[src/rtl/hazard_scoreboard.sv]
// Hazard detection and ID-stage forwarding: tracks in-flight destinations (E/M/W) with Tnew
// countdown, a mult/div busy counter and the ERET/EPC interlock. Macro: HAZARD_EX_FWD_EN.
module hazard_scoreboard #(
    parameter int unsigned NRP      = 2,
    parameter int unsigned DW       = 32,
    parameter int unsigned MULT_CYC = 5,
    parameter int unsigned DIV_CYC  = 10
) (
    input  logic              clk,
    input  logic              reset,
    input  logic              id_valid,
    input  logic [NRP*5-1:0]  id_ra,
    input  logic [NRP*2-1:0]  id_tuse,
    input  logic [NRP*DW-1:0] id_rd,
    input  logic              id_we,
    input  logic [4:0]        id_wa,
    input  logic [1:0]        id_tnew,
    input  logic              id_md,
    input  logic              id_md_start,
    input  logic              id_md_div,
    input  logic              id_eret,
    input  logic              id_mtc0_epc,
    input  logic [DW-1:0]     ex_wd,
    input  logic [DW-1:0]     mem_wd,
    input  logic [DW-1:0]     wb_wd,
    input  logic              flush,
    output logic [NRP*DW-1:0] id_rd_fwd,
    output logic              stall,
    output logic              pc_en,
    output logic              if_id_en,
    output logic              id_ex_clr,
    output logic              md_busy
);

    typedef struct packed {
        logic       v;
        logic [4:0] a;
        logic [1:0] tn;
        logic       epc;
    } entry_t;

    localparam logic [7:0] L_MULT = 8'(MULT_CYC);
    localparam logic [7:0] L_DIV  = 8'(DIV_CYC);

    entry_t         r_e;
    entry_t         r_m;
    entry_t         r_w;
    logic [7:0]     r_md_cnt;

    logic           w_adv;
    logic           w_stall;
    logic [NRP-1:0] w_port_stall;
    logic           w_md_stall;
    logic           w_eret_stall;
    logic           w_e_gpr;

    function automatic logic [1:0] sat_dec(input logic [1:0] tn);
        return (tn == 2'd0) ? 2'd0 : tn - 2'd1;
    endfunction

    for (genvar k = 0; k < NRP; k++) begin : g_port
        logic [4:0]    w_ra;
        logic [1:0]    w_tuse;
        logic [DW-1:0] w_rd;
        logic          w_hit_e;
        logic          w_hit_m;
        logic          w_hit_w;
        logic [1:0]    w_tn_y;
        logic [DW-1:0] w_fwd;

        assign w_ra    = id_ra[5*k +: 5];
        assign w_tuse  = id_tuse[2*k +: 2];
        assign w_rd    = id_rd[DW*k +: DW];
        assign w_hit_e = r_e.v & (r_e.a == w_ra) & (w_ra != 5'd0);
        assign w_hit_m = r_m.v & (r_m.a == w_ra) & (w_ra != 5'd0);
        assign w_hit_w = r_w.v & (r_w.a == w_ra) & (w_ra != 5'd0);

        // Only the youngest matching producer decides; no match yields tn 0 (never stalls).
        always_comb begin
            w_tn_y = 2'd0;
            if (w_hit_e) begin
                w_tn_y = r_e.tn;
            end else if (w_hit_m) begin
                w_tn_y = r_m.tn;
            end else if (w_hit_w) begin
                w_tn_y = r_w.tn;
            end
        end

`ifdef HAZARD_EX_FWD_EN
        assign w_port_stall[k] = (w_tuse < w_tn_y);

        always_comb begin
            w_fwd = w_rd;
            if (w_ra == 5'd0) begin
                w_fwd = '0;
            end else if (w_hit_e && r_e.tn == 2'd0) begin
                w_fwd = ex_wd;
            end else if (w_hit_m && r_m.tn == 2'd0) begin
                w_fwd = mem_wd;
            end else if (w_hit_w && r_w.tn == 2'd0) begin
                w_fwd = wb_wd;
            end
        end
`else
        // Without the EX path a ready E result is picked up from M one cycle later.
        assign w_port_stall[k] = (w_tuse < w_tn_y) |
                                 (w_hit_e & (r_e.tn == 2'd0) & (w_tuse == 2'd0));

        always_comb begin
            w_fwd = w_rd;
            if (w_ra == 5'd0) begin
                w_fwd = '0;
            end else if (w_hit_m && r_m.tn == 2'd0) begin
                w_fwd = mem_wd;
            end else if (w_hit_w && r_w.tn == 2'd0) begin
                w_fwd = wb_wd;
            end
        end
`endif

        assign id_rd_fwd[DW*k +: DW] = w_fwd;
    end

`ifndef HAZARD_EX_FWD_EN
    logic w_unused_ex_wd;
    assign w_unused_ex_wd = ^ex_wd;
`endif

    logic w_unused_w_epc;
    assign w_unused_w_epc = r_w.epc;

    // A start loads the counter at EX entry, so a following mult/div user sees busy directly.
    assign w_md_stall   = id_md & md_busy;
    assign w_eret_stall = id_eret & ((r_e.v & r_e.epc) | (r_m.v & r_m.epc));
    assign w_stall      = id_valid & ((|w_port_stall) | w_md_stall | w_eret_stall);
    assign w_adv        = id_valid & ~w_stall & ~flush;

    // An EPC write occupies an entry even though it has no GPR destination.
    assign w_e_gpr = id_we & (id_wa != 5'd0);

    always_ff @(posedge clk or posedge reset) begin
        if (reset) begin
            r_e <= '0;
            r_m <= '0;
            r_w <= '0;
        end else if (flush) begin
            r_e.v <= 1'b0;
            r_m.v <= 1'b0;
            r_w.v <= 1'b0;
        end else begin
            r_e.v   <= w_adv & (w_e_gpr | id_mtc0_epc);
            r_e.a   <= id_we ? id_wa : 5'd0;
            r_e.tn  <= id_tnew;
            r_e.epc <= w_adv & id_mtc0_epc;
            r_m     <= '{v: r_e.v, a: r_e.a, tn: sat_dec(r_e.tn), epc: r_e.epc};
            r_w     <= '{v: r_m.v, a: r_m.a, tn: sat_dec(r_m.tn), epc: r_m.epc};
        end
    end

    always_ff @(posedge clk or posedge reset) begin
        if (reset) begin
            r_md_cnt <= 8'd0;
        end else if (w_adv && id_md_start) begin
            r_md_cnt <= id_md_div ? L_DIV : L_MULT;
        end else if (r_md_cnt != 8'd0) begin
            r_md_cnt <= r_md_cnt - 8'd1;
        end
    end

    assign stall     = w_stall;
    assign pc_en     = ~w_stall;
    assign if_id_en  = ~w_stall;
    assign id_ex_clr = w_stall | flush;
    assign md_busy   = (r_md_cnt != 8'd0);

endmodule

[config.mk]
export PLATFORM = sky130hd
export DESIGN_NAME = hazard_scoreboard
export DESIGN_NICKNAME = d
export VERILOG_FILES = /design/src/rtl/hazard_scoreboard.sv
export SDC_FILE = /design/constraint.sdc
export NUM_CORES = 1
export LEC_CHECK = 0
export CORE_AREA = 3 3 105 107
export CTS_CLUSTER_SIZE = 20
export DETAILED_ROUTE_END_ITERATION = 12
export DIE_AREA = 0 0 108 110
export PLACE_DENSITY = 0.78
export SYNTH_ARGS = -nofsm -noshare
export SYNTH_HDL_FRONTEND = slang
export SYNTH_SLANG_ARGS = --single-unit
[constraint.sdc]
create_clock -name clk -period 4.8 [get_ports clk]
set_clock_uncertainty 0.2 [all_clocks]
set_input_delay 0.96 -clock clk [delete_from_list [all_inputs] [get_ports clk]]
set_output_delay 0.96 -clock clk [all_outputs]
set_load 0.005 [all_outputs]
**Word-level counts from Yosys, hierarchy flattened**

Cells that the tools add are included.

- Add/subtract/negate cells: 3
- Order comparisons: 2
- Eq/ne operators: 6
- Mux-type cells: 21
- Bitwise gates (word level): 35
- Reductions and logical operators: 18

Operators with widths:

| cell | count |
|---|---|
| 32-bit two-way mux | 6 |
| 5-bit == test | 6 |
| 1-bit AND | 26 |
| 2-bit two-way mux | 8 |
| 8-bit two-way mux | 2 |
| 5-bit nonzero test | 3 |
| 2-bit zero test | 5 |
| 5-bit zero test | 2 |
| 8-bit nonzero test | 1 |
| 8-bit by 1-bit subtractor with 8-bit output, second input constant | 1 |
| 1-bit OR | 7 |
| 1-bit logical AND | 5 |
| 5-bit two-way mux | 1 |
| 2-bit < comparator | 2 |
| 4-bit two-way mux | 1 |
| 2-bit by 1-bit subtractor with 2-bit output, second input constant | 2 |
| 1-bit two-way mux | 3 |
| 1-bit NOT | 2 |
| 2-bit nonzero test | 1 |
| 2-bit OR reduction | 1 |

- Register bits after elaboration: 34
- Bits of input ports: 191
- Output and inout port bits: 69

**Logic depth before layout (Yosys ltp)**

- Word-level depth: 17
- Mapped depth: 15
- Gate-level depth less buffers: 14

**Least setup slack after synthesis**

No wires, ideal clock.

- Path type: input-to-output
- Start point: input id_ra[5]
- End point: output pc_en
- Arrival: 3.439 ns
- Required time: 3.640 ns
- Slack: 0.201 ns
- Cell stages on the path: 15
- Path through: or4_1 nor2_2 or4_1 nor2_1 a22o_1 mux2i_1 ha_1 inv_1 a21oi_1 nor2_1 a22oi_1 o211ai_1 a21oi_1 nand2b_1 buf_4

- Longest elaborated chain between the ends: 13
- Elaborated cells on any way between the ends: 22

RTL lines:

| what | line | source |
|---|---|---|
| start: declaration | 12 | `input logic [NRP*5-1:0] id_ra,` |
| 5-bit == test | 76 | `assign w_hit_w = r_w.v & (r_w.a == w_ra) & (w_ra != 5'd0);` |
| 1-bit AND (2 in a row) | 76 |  |
| 2-bit two-way mux | 85 | `end else if (w_hit_w) begin` |
| 2-bit two-way mux | 83 | `end else if (w_hit_m) begin` |
| 2-bit two-way mux | 81 | `if (w_hit_e) begin` |
| 2-bit < comparator | 107 | `assign w_port_stall[k] = (w_tuse < w_tn_y) \|` |
| 1-bit OR (*) | 107 |  |
| 2-bit OR reduction (*) | 136 | `assign w_stall = id_valid & ((\|w_port_stall) \| w_md_stall \| w_eret_stall);` |
| 1-bit OR (*) (2 in a row) | 136 |  |
| 1-bit AND (*) | 136 |  |
| 1-bit NOT (*) | n/a |  |
| end: declaration | 29 | `output logic pc_en,` |

Mark *: on every way between the ends. The rest lies on a longest branch, timed or not.

**Final worst setup path**

- Start point: input id_ra[8]
- End point: output id_ex_clr

- Longest elaborated chain between the ends: 13
- Elaborated cells on any way between the ends: 22

RTL lines:

| what | line | source |
|---|---|---|
| 5-bit == test | 76 |  |
| 1-bit AND (2 in a row) | 76 |  |
| 2-bit two-way mux | 85 |  |
| 2-bit two-way mux | 83 |  |
| 2-bit two-way mux | 81 |  |
| 2-bit < comparator | 107 |  |
| 1-bit OR (*) | 107 |  |
| 2-bit OR reduction (*) | 136 |  |
| 1-bit OR (*) (2 in a row) | 136 |  |
| 1-bit AND (*) | 136 |  |
| 1-bit OR (*) | 174 | `assign id_ex_clr = w_stall \| flush;` |
| end: declaration | 31 | `output logic id_ex_clr,` |

Marks and branches as above.

==> results.yml <==
die:
  num_rows: 37
  dieArea_um2: 11880
  chipWidth_um: 108
  ios: 260
  start_util_pct: 34.71
  die-height_um: 110
  core_um2: 10230
timing:
  whs_ns: 0.3221
  min_period_ns: 4.828
  setup_viol: 2
  slew_viol_final: 0
  period_share_pct: 100.6
  grt_setup_unrepaired: "true"
  max_freq_ghz: 0.2071
  relSlewSlack_pct: 68.70
  tightest_slew_ns: 0.4695
  hold_viol: 0
  setup_slack_ns: -0.02803
cells_and_area:
  diodes: 0
  mostFrequentLayoutCell: "clkdlybuf4s50_1"
  nets: 876
  area_growth_pct: 91.79
  layout_common_cells: "clkdlybuf4s50_1, nor2_1, mux2i_1, a211oi_1, buf_4"
  fin_cells: 819
  nFillCells: 802
  drive_gt1_share_pct: 22.99
setup_path:
  cpPeakStageDelay_ns: 0.37
  critPathLaunchType: "input port"
  cp-end-kind: "output port"
  path_class: "input port to output port"
  crit_path_top_delay_cell: "nor4_4"
  critPathMostFrequentCell: "buf_6"
  worstPathArrival_ns: 3.67
  cp.required_ns: 3.64
  crit_chain: "buf_6, buf_6, xnor2_2, nand4_1, nor4_4, nor2_2, a22o_1, mux2i_1, ha_2, buf_6, buf_4, o22ai_2, a221oi_2, o211ai_1, a21oi_2, buf_4, o21bai_1, buf_2"
  crit_fanout: 3
  worst_path_dominant_cell_family: "compound AO/OA/AOI/OAI gates"
  critPathBufInv: 6
route:
  finalWirelength_um: 15640
  drt_pass1_iterations: 5
  drt-initial-drc-count: 192
  via_per_inst: 5.385
  wire_per_inst_um: 19.09
  ant_nets: 0
  num_vias: 4410
  drcViolationCount: 0
synthesis:
  synth.distinct_cells: 47
  avgSynthCellArea_um2: 8.515
  synth-edff-count: 0
  synthCells: 417
  synth-seq-area-share_pct: 23.96
  syn_area_um2: 3551
  ys_warn_count: 0
  async_reset_ff_share_pct: 100.0
  yosys_register_bits: 34
  synthFlopType: "dfrtp_1"
  synth_nets: 611
placed_design:
  pre_cts_ws_ns: -0.7210
  dpl.cell_count: 789
  dp_hpwl_um: 11440
  numPortBuffers: 227
  gp_congestion: 0.8468
clock_network:
  cts_buffer_depth: 2
  clock_sinks: 34
  cts_tree: "built"
  worstSkewPairLatency_ns: 0.29
  cts_root_buf: "clkbuf_8"
  cts_buffers: 5
  postCtsHoldBufs: 0
  htreeDepth: 2
  path_clk_slew_ns: 0.07
global_route:
  grt_pass1_vias: 4419
  grt_pass1_wl_um: 22400
  track_usage_pct: 23.51
  overflow: 0
  grt_antenna_before_repair: 0
  grt_start_max_net_pins: 35
hold_path:
  hold_path_class: "flip-flop to flip-flop"
power:
  vdd_ir_drop_max_mv: 0.2736
  power.density_nw_per_um2: 177.2
  p_leak_nw: 2.728
outcome:
  outcome: "finished with violations"
  violations: "setup timing"
job:
  cap_violations: 0
## cells by family after synthesis
| family | after synthesis | share of synthesized area [%] |
|---|---|---|
| and+or+nand+nor | 131 | 18.08 |
| AOI/OAI and AO/OA | 90 | 19.31 |
| muxes | 85 | 24.77 |
| DFF | 34 | 23.96 |
| buffers and inverters | 40 | 4.440 |
| adders and majority gates | 3 | 1.057 |
| xor gates and xnor gates | 34 | 8.386 |
## per-stage QoR
step                 TNS, ns  util [%]  instance area, um2  total power [W]
floorplan                  0         -                3551        0.0006323
global placement      -7.532     61.56                6299        0.0008946
detailed placement    -9.139     61.56                6299        0.0009192
CTS                        0     63.98                6546         0.001190
global route         -0.8312     66.56                6810         0.001275
finish              -0.04030     66.56                6810         0.001207
## flip-flops by register name, indices dropped and copies added (netlist names)
register  count
r_m           9
r_md_cnt      8
r_e           9
r_w           8
## synth_stat cells (4+ instances only)
cell type | count | share of area, %
nor2_1 | 78 | 8.2
mux2i_1 | 68 | 19
a211oi_1 | 64 | 14
dfrtp_1 | 34 | 24
xnor2_1 | 21 | 5.2
clkbuf_1 | 19 | 2.0
mux2_2 | 15 | 4.8
xor2_1 | 13 | 3.2
nand2_1 | 12 | 1.3
inv_1 | 9 | 0.95
a22o_1 | 7 | 1.7
buf_1 | 7 | 0.74
a21oi_1 | 5 | 0.70
nand4_1 | 5 | 0.88
nor3_1 | 5 | 0.70
nand2b_1 | 4 | 0.70
nor4_1 | 4 | 0.70
o21ai_0 | 4 | 0.56
## power breakdown
group / switching [W] / internal, W / total [W]
Clock: 0.000113 / 0.000154 / 0.000268
Combinational: 0.000200 / 0.000334 / 0.000534
Sequential: 0.0000644 / 0.000341 / 0.000405
## final timing paths
| path | from | endpoint | slack (ns) | depth (start not counted) |
|---|---|---|---|---|
| hold reg to reg | r_m[1] | r_w[1] | 0.32 | 1 |
| hold / removal | r_m[1] | r_w[1] | 0.32 | 1 |
| setup reg to reg | r_m[5] | r_md_cnt[0] | 1.00 | 17 |
| max in group asynchronous | reset | r_md_cnt[0] | 3.21 | 3 |
| setup / recovery | id_ra[8] | id_ex_clr | -0.03 | 18 |
| min in group asynchronous | reset | r_m[7] | 0.86 | 3 |
## layer usage
| layer | up-vias | part of all wire [%] | global-route usage [%] |
|---|---|---|---|
| li1 | 2071 | - | - |
| met1 | 2120 | 38 | 25.44 |
| met2 | 177 | 52 | 45.34 |
| met3 | 42 | 6.6 | 4.135 |
| met4 | 0 | 3.5 | 9.107 |
| met5 | - | 0 | 0 |
## cell type report
cell class	count	area (um2)	share of cell area, %
well taps	136	170.2	2.499
inverters	10	37.54	0.5512
repair buffers	288	2850	41.85
clock buffers	5	68.82	1.010
clock inverters	3	45.04	0.6614
multi-input cells	343	2788	40.93
flip-flops and latches	34	850.8	12.49
## what timing repair did
item                       4_1_cts  5_1_grt
gates resized for setup         92       71
pin swaps                       16       24
buffers inserted                12        7
setup endpoints to repair       62       64
gates cloned                     1        2
Power figures use the tool's default switching activity.
